$ cat src/rtl/multiplicador_if.sv
// Operand/result bundle between the requester, the multiplier and the consumer.
// The requester and consumer both drive from the master side.
interface multiplicador_if #(
   parameter int N = 16
);
   logic [N-1:0]   a;
   logic [N-1:0]   b;
   logic           ready;
   logic           ack;
   logic [2*N-1:0] producto;
   logic           Done_Flag;

   modport master (
      output a, b, ready, ack,
      input  producto, Done_Flag
   );

   modport slave (
      input  a, b, ready, ack,
      output producto, Done_Flag
   );
endinterface

$ cat src/rtl/multiplicador.sv
// Sequential unsigned shift-and-add multiplier, one multiplier bit per clock.
// The result is held with Done_Flag until the consumer acknowledges it.
module multiplicador #(
   parameter int N = 16
) (
   input  logic            clk,
   input  logic            reset,
   multiplicador_if.slave  bus
);
   localparam int CW = $clog2(N);

   typedef enum logic [1:0] {IDLE, CALC, DONE} state_t;

   state_t           state_q, state_d;
   logic [2*N-1:0]   a_q, a_d;
   logic [N-1:0]     b_q, b_d;
   logic [2*N-1:0]   acc_q, acc_d;
   logic [CW-1:0]    count_q, count_d;
   logic [2*N-1:0]   producto_q, producto_d;
   logic             done_q, done_d;
   logic [2*N-1:0]   sum;

   always_ff @(posedge clk or negedge reset) begin
      if (!reset) begin
         state_q    <= IDLE;
         a_q        <= '0;
         b_q        <= '0;
         acc_q      <= '0;
         count_q    <= '0;
         producto_q <= '0;
         done_q     <= 1'b0;
      end else begin
         state_q    <= state_d;
         a_q        <= a_d;
         b_q        <= b_d;
         acc_q      <= acc_d;
         count_q    <= count_d;
         producto_q <= producto_d;
         done_q     <= done_d;
      end
   end

   // Partial product for the current multiplier bit; cannot overflow 2N bits.
   assign sum = b_q[0] ? (acc_q + a_q) : acc_q;

   always_comb begin
      state_d    = state_q;
      a_d        = a_q;
      b_d        = b_q;
      acc_d      = acc_q;
      count_d    = count_q;
      producto_d = producto_q;
      done_d     = done_q;

      unique case (state_q)
         IDLE: begin
            done_d = 1'b0;
            if (bus.ready) begin
               a_d     = {{N{1'b0}}, bus.a};
               b_d     = bus.b;
               acc_d   = '0;
               count_d = '0;
               state_d = CALC;
            end
         end
         CALC: begin
            acc_d   = sum;
            a_d     = a_q << 1;
            b_d     = b_q >> 1;
            count_d = count_q + 1'b1;
            // Fixed N-edge latency: no early exit when the multiplier runs out of ones.
            if (count_q == CW'(N - 1)) begin
               producto_d = sum;
               done_d     = 1'b1;
               state_d    = DONE;
            end
         end
         DONE: begin
            if (bus.ack) begin
               done_d  = 1'b0;
               state_d = IDLE;
            end
         end
         default: state_d = IDLE;
      endcase
   end

   assign bus.producto  = producto_q;
   assign bus.Done_Flag = done_q;
endmodule

$ cat src/flat_wrapper.sv
// flat-port wrapper written by rule: the top's interface ports become plain ports
module multiplicador_flat 
#(
   parameter int N = 16
)
  (clk, reset, bus_a, bus_b, bus_ready, bus_ack, bus_producto, bus_Done_Flag);
  multiplicador_if #(.N(N)) bus_i ();
  input  logic clk;
  input  logic reset;
  input wire logic [$bits(bus_i.a)-1:0] bus_a;
  input wire logic [$bits(bus_i.b)-1:0] bus_b;
  input wire logic [$bits(bus_i.ready)-1:0] bus_ready;
  input wire logic [$bits(bus_i.ack)-1:0] bus_ack;
  output wire logic [$bits(bus_i.producto)-1:0] bus_producto;
  output wire logic [$bits(bus_i.Done_Flag)-1:0] bus_Done_Flag;
  assign bus_i.a = bus_a;
  assign bus_i.b = bus_b;
  assign bus_i.ready = bus_ready;
  assign bus_i.ack = bus_ack;
  assign bus_producto = bus_i.producto;
  assign bus_Done_Flag = bus_i.Done_Flag;
  multiplicador #(.N(N)) u_core (.clk(clk), .reset(reset), .bus(bus_i));
endmodule
$ cat config.mk
export PLATFORM = sky130hd
export DESIGN_NAME = multiplicador_flat
export DESIGN_NICKNAME = d
export VERILOG_FILES = /design/src/rtl/multiplicador_if.sv /design/src/rtl/multiplicador.sv /design/src/flat_wrapper.sv
export SDC_FILE = /design/constraint.sdc
export NUM_CORES = 1
export LEC_CHECK = 0
export ABC_CLOCK_PERIOD_IN_PS = 4100
export BUFFER_PORTS_ARGS = -buffer_cell sky130_fd_sc_hd__buf_4
export CORE_MARGIN = 1.5
export CORE_UTILIZATION = 60
export DETAILED_ROUTE_END_ITERATION = 8
export PLACE_DENSITY = 0.81
export SYNTH_ARGS = -nofsm -noshare
export SYNTH_HDL_FRONTEND = slang
export SYNTH_SLANG_ARGS = --single-unit
$ cat constraint.sdc
create_clock -name clk -period 4.1 [get_ports clk]
set_input_delay 0.41 -clock clk [delete_from_list [all_inputs] [get_ports clk]]
set_output_delay 0.41 -clock clk [all_outputs]
set_load 0.1 [all_outputs]
==> results of run 1 <==
metrics by stage:
stage / area [sq um] / util [%] / setup WS (ns) / std cells / hold WS, ns
2_1_floorplan: 6807 / - / 1.257 / 706 / 0.1144
3_3_place_gp: 7342 / 67.14 / 0.8694 / 878 / 0.3983
3_5_place_dp: 7342 / 67.14 / 0.7983 / 878 / 0.4171
4_1_cts: 7951 / 72.71 / 0.7899 / 910 / 0.2658
5_1_grt: 7951 / 72.71 / 0.5538 / 910 / 0.2826
6_report: 7951 / 72.71 / 0.7395 / 910 / 0.2723
layout by cell type (no fill, tap or decap), drive strengths merged, types with 24 or more instances in the layout:
cell,netlist,layout
dfrtp,119,119
mux2i,28,28
ha,32,32
nor2,24,24
a22o,41,41
o21ai,86,86
a21oi,65,65
buf,8,78
nor2b,33,33
nand2,60,60
a22oi,29,29
worst paths after layout:
path / endpoint / slack (ns)
max in group asynchronous: u_core.bus.producto[2]$_DFFE_PN0P_ / 2.58
max reg2reg: u_core.bus.producto[26]$_DFFE_PN0P_ / 0.74
max: u_core.bus.producto[26]$_DFFE_PN0P_ / 0.74
min in group asynchronous: u_core.bus.producto[18]$_DFFE_PN0P_ / 0.52
min: u_core.a_q[9]$_DFFE_PN0P_ / 0.27
min reg2reg: u_core.bus.producto[3]$_DFFE_PN0P_ / 0.48
flip-flops by register name (all words and copies together) (netlist names):
register	cells
u_core.a_q	32
u_core.acc_q	32
u_core.bus.producto	32
u_core.b_q	16
u_core.count_q	4
u_core.state_q	2
u_core.bus.Done_Flag	1
final cells by class:
cell class	instances	area, sq um	area share, %
Multi-Input combinational cell	531	3565	44.83
Sequential cell	119	2979	37.47
Timing Repair Buffer	79	595.6	7.490
Clock buffer	22	474.2	5.964
Tap cell	140	175.2	2.203
Clock inverter	9	125.1	1.574
Inverter	10	37.54	0.4721
worst min-delay path: stages:
cell	delay, ns
buf_4	0.07
a21oi_1	0.04
o21ai_0	0.12
cells by family after synthesis:
group | after synthesis | synth area share, %
AO/OA/AOI/OAI | 278 | 26.45
adder cells (fa/ha/maj) | 33 | 6.176
buffers and inverters | 56 | 4.007
flip-flops | 119 | 43.75
AND/OR/NAND/NOR | 164 | 11.89
multiplexers | 28 | 4.118
XOR/XNOR | 28 | 3.603
power by group through the flow:
stage,clock network (W),registers [W],logic [W]
after CTS,0.00153,0.00197,0.00330
after global placement,0,0.00196,0.00318
final,0.00152,0.00198,0.00331
after detailed placement,0,0.00198,0.00327
after global routing,0.00159,0.00203,0.00357
after floorplan,0,0.00268,0.00188
layer usage:
layer,GRT usage [%],vias to the layer above,routed length [um]
met4,10.11,0,305
met3,5.631,32,882
met2,45.65,172,7548
met1,38.61,2804,7257
li1,-,2696,-
met5,0,-,0
==> flow_metrics.tcl, run 1 <==
set metrics [dict create \
    outcome "complete, no violations" \
    rsz0062_at_grt "false" \
    internal_power_w 0.003673 \
    p_comb_share_pct 48.6 \
    ys_types 54 \
    r2r-start "u_core.a_q[0]$_DFFE_PN0P_" \
    synth-edff-count 0 \
    slowest_stage "a2111oi_2" \
    power.share.sequential_pct 29.1 \
    pwr-share-clk_pct 22.3 \
    post-synth-top-area-cell "dfrtp_1" \
    diodes 0 \
    async_reset_ff_share_pct 100.0 \
    ys_seq_area_share_pct 43.75 \
    hold_class "in2reg" \
    postRouteAntennaNets 0 \
    synthTopCellsByArea "dfrtp_1, o21ai_0, ha_1" \
    grt_pass1_wl_mm 26.50 \
    yosys_warnings 0 \
    place_congestion 0.9077 \
    dr.first_iter.drc_count 276 \
    cts_resized 0 \
    hold_start "bus_a[9]" \
    power.density_nw_per_um2 856.8 \
    critPathMaxStageDelay_ns 0.58 \
    gr-total-overflow 0 \
    num_vias 5704 \
    skew_ns 0.009209 \
    vias_per_cell 6.268 \
    syn_area_sq_um 6807 \
    synth.net_count 775 \
    slew_headroom_pct 21.32 \
    totalPowerFinal_w 0.006813 \
    synth_most_common_cell "dfrtp_1" \
    ff2ff_path_depth 11 \
    whs_path_depth 3 \
    switching_share_pct 46.08 \
    crit_arrival_ns 3.61 \
    gr-usage-all-layers_pct 28.49 \
    routed_wl_mm 15.99 \
    p_switching_w 0.003139 \
    cts_made_buffers 17 \
    antenna_found_initial 0 \
    crit_buf_inv 0 \
    syn2layout_area_growth_pct 16.82 \
    dieHeight_um 109.5 \
    dieWidth_um 109.5 \
    required_ns 4.35 \
    crit_chain "ha_1 > fa_1 > a21oi_1 > o211ai_1 > a21oi_1 > a311oi_1 > a2111oi_2 > o21ai_0 > xor2_1 > mux2i_1 > o21ai_0" \
    fillers 804 \
    first_global_vias 5467 \
    ys.flop_type "dfrtp_1" \
    drive_gt1_share_pct 15.58 \
    period_share_pct 81.96 \
    synthCells 706 \
    leakage_nw 3.772 \
    synth.avg_cell_area_sq_um 9.641 \
    cts_max_level 4 \
    worst_pin_slew_ns 1.175 \
    critPathLaunch "u_core.a_q[0]$_DFFE_PN0P_" \
    crit_fanout 6 \
    startpoint_type "flip-flop" \
    crit_family "compound AO/OA/AOI/OAI gates" \
    clock-sinks 119 \
    finalSetupTns_ns 0 \
    ios 69 \
    grt_max_degree 64 \
    setup_viol 0 \
    initial_core_util_pct 62.24 \
    drc_errors 0 \
    cts_hold_buf 1 \
    hpwl_mm 10.54 \
    fin_nets 827 \
    cp.depth 11 \
    cts_tree "yes" \
    cts_root_buffer "clkbuf_16" \
    firstDrtPassIters 7 \
    maxSlewViolCount 0 \
    hold_viol 0 \
    vdd_ir_drop_max_uv 568.6 \
    numPortBuffers 68 \
    synth_common_cells "dfrtp_1, o21ai_0, a21oi_1" \
    min_period_ns 3.360 \
    die_area_sq_um 11990 \
    row_count 38 \
    worstSetupPathType "reg2reg" \
    cts_buffer_depth 2 \
    clk_pin_slew_ns 0.06 \
    synth.top_cell.area_share_pct 43.75 \
    clkLatencyLatePin_ns 0.41 \
    wl_per_cell_um 17.57 \
    worstSetupEndpointType "flip-flop" \
    fmax_mhz 297.6 \
    cap_violations 0 \
    design.core.area_sq_um 10940 \
    ys_ff_latch 119 \
    postCtsSetupRepairBufs 0 \
]
Note: power is estimated with default switching activity, not from simulation.
==> inputs of run 2 (changes only) <==
Settings changed: ABC_CLOCK_PERIOD_IN_PS 4100 to 3100.
Clock period 4.1 ns to 3.1 ns, I/O delays scaled along.
==> run 2 against run 1 <==
Total power increased by 32%. Register-to-register slack got worse by 0.63 ns. Clock skew is 0.0014 ns lower. Sequential share of layout area fell by 0.41 points. Die area unchanged. Highest routed layer unchanged. Clock power increased by 20%. Sequential power grew 31%. Largest power group unchanged. Routed wire length grew 6.4%. Fmax is 12% higher.
==> flow_metrics.tcl, run 2 (synthesized netlist as in run 1, its figures left out) <==
set metrics [dict create \
    internal_power_w 0.004787 \
    fillers 790 \
    gr-total-overflow 0 \
    worst_pin_slew_ns 0.7529 \
    maxSlewViolCount 0 \
    cts_made_buffers 17 \
    layout_setup_ws_ns 0.1059 \
    cts_root_buffer "clkbuf_16" \
    crit_chain "ha_1 > nand2_1 > o21ai_0 > or3_1 > and3b_2 > o31ai_4 > a31oi_1 > o31a_2 > mux2i_1 > a211o_2" \
    dieWidth_um 109.5 \
    outcome "complete, no violations" \
    grt_max_degree 59 \
    fmax_mhz 334.0 \
    final_common_cell "dfrtp_1" \
    period_share_pct 96.58 \
    design.core.area_sq_um 10940 \
    final-instance-count-excl-fill 922 \
    grt_pass1_wl_mm 28.48 \
    numPortBuffers 68 \
    postRouteAntennaNets 0 \
    ios 69 \
    cts_tree "yes" \
    setup_viol 0 \
    gr-usage-all-layers_pct 30.88 \
    vdd_ir_drop_max_uv 829.2 \
    place_ws_ns 0.1201 \
    hold_viol 0 \
    worstSetupEndpointType "flip-flop" \
    clock-sinks 119 \
    multi_input_area_sq_um 3595 \
    hold_class "in2reg" \
    slowest_stage "dfrtp_1" \
    dp_cells 891 \
    clkLatencyLatePin_ns 0.43 \
    final_core_util_pct 73.52 \
    place_congestion 0.8831 \
    crit_arrival_ns 3.30 \
    first_global_vias 5678 \
    initial_core_util_pct 62.24 \
    min_period_ns 2.994 \
    crit_family "compound AO/OA/AOI/OAI gates" \
    num_vias 5804 \
    seq_area_sq_um 2979 \
    hpwl_mm 11.49 \
    power.density_nw_per_um2 1118 \
    dr.first_iter.drc_count 477 \
    syn2layout_area_growth_pct 18.12 \
    p_comb_share_pct 50.7 \
    skew_ns 0.007857 \
    crit_buf_inv 0 \
    diodes 0 \
    power.share.sequential_pct 28.9 \
    cts_max_level 4 \
    crit_fanout 6 \
    switching_share_pct 46.76 \
    row_count 38 \
    fin_nets 841 \
    startpoint_type "flip-flop" \
    worstSetupPathType "reg2reg" \
    rsz0062_at_grt "false" \
    cap_violations 0 \
    firstDrtPassIters 5 \
    routed_wl_mm 17.02 \
    dieHeight_um 109.5 \
    layout_common_cells "dfrtp_1, buf_4, o21ai_0" \
    wl_per_cell_um 18.46 \
    drive_gt1_share_pct 17.39 \
    vias_per_cell 6.295 \
    p_switching_w 0.004205 \
    die_area_sq_um 11990 \
    required_ns 3.41 \
    leakage_nw 3.815 \
    clk_pin_slew_ns 0.05 \
    critPathMaxStageDelay_ns 0.41 \
    finalSetupTns_ns 0 \
    cts_buffer_depth 2 \
    pwr-share-clk_pct 20.3 \
    drc_errors 0 \
    antenna_found_initial 0 \
    slew_headroom_pct 49.81 \
]
## run 2: worst register-to-register path: stages (launching register included)
cell and delay [ns]:
dfrtp_1 0.41, ha_1 0.41, nand2_1 0.10, o21ai_0 0.27
or3_1 0.16, and3b_2 0.23, o31ai_4 0.32, a31oi_1 0.17
o31a_2 0.38, mux2i_1 0.13, a211o_2 0.30
## run 2: per-stage QoR
step | cell area (sq um) | hold WS, ns | total power, W
2_1_floorplan | 6807 | 0.01441 | 0.006024
3_3_place_gp | 7452 | 0.4170 | 0.006930
3_5_place_dp | 7452 | 0.4262 | 0.007071
4_1_cts | 8003 | 0.1596 | 0.008953
5_1_grt | 8040 | 0.1731 | 0.009519
6_report | 8040 | 0.1665 | 0.008991
## run 2: repair_timing
item,4_1_cts,5_1_grt
setup buffers,0,1
hold buffers,1,0
resized for setup,0,7
hold endpoints to repair,55,0
setup endpoints to repair,0,8
## run 2: routing by layer
layer  global-route usage (%)  up-vias  part of all wire [%]
li1                         -     2719                     -
met1                    41.81     2874                    45
met2                    48.76      185                    48
met3                    6.224       26                   5.4
met4                    12.24        0                   1.7
met5                        0        -                     0
## run 2: path summary, 6_finish.rpt
| kind | from | slack (ns) | cells after the start | to |
|---|---|---|---|---|
| max | u_core.a_q[11]$_DFFE_PN0P_ | 0.11 | 10 | u_core.bus.producto[29]$_DFFE_PN0P_ |
| min in group asynchronous | reset | 0.49 | 2 | u_core.acc_q[19]$_DFFE_PN0P_ |
| min reg2reg | u_core.bus.producto[23]$_DFFE_PN0P_ | 0.48 | 2 | u_core.bus.producto[23]$_DFFE_PN0P_ |
| max reg2reg | u_core.a_q[11]$_DFFE_PN0P_ | 0.11 | 10 | u_core.bus.producto[29]$_DFFE_PN0P_ |
| min | bus_b[2] | 0.17 | 3 | u_core.b_q[2]$_DFFE_PN0P_ |
| max in group asynchronous | reset | 1.87 | 3 | u_core.acc_q[23]$_DFFE_PN0P_ |
## run 2: area by class of cell
class / count / share of cell area, %
Clock buffer: 25 / 6.162
Clock inverter: 4 / 0.5602
Inverter: 10 / 0.4669
Multi-Input combinational cell: 531 / 44.71
Sequential cell: 119 / 37.05
Tap cell: 140 / 2.179
Timing Repair Buffer: 93 / 8.870
## run 2: power by group through the flow
stage / Clock [W] / Combinational [W] / Sequential [W]
floorplan: 0 / 0.00249 / 0.00354
global placement: 0 / 0.00437 / 0.00256
detailed placement: 0 / 0.00448 / 0.00259
CTS: 0.00184 / 0.00453 / 0.00258
global route: 0.00192 / 0.00493 / 0.00267
finish: 0.00183 / 0.00456 / 0.00260
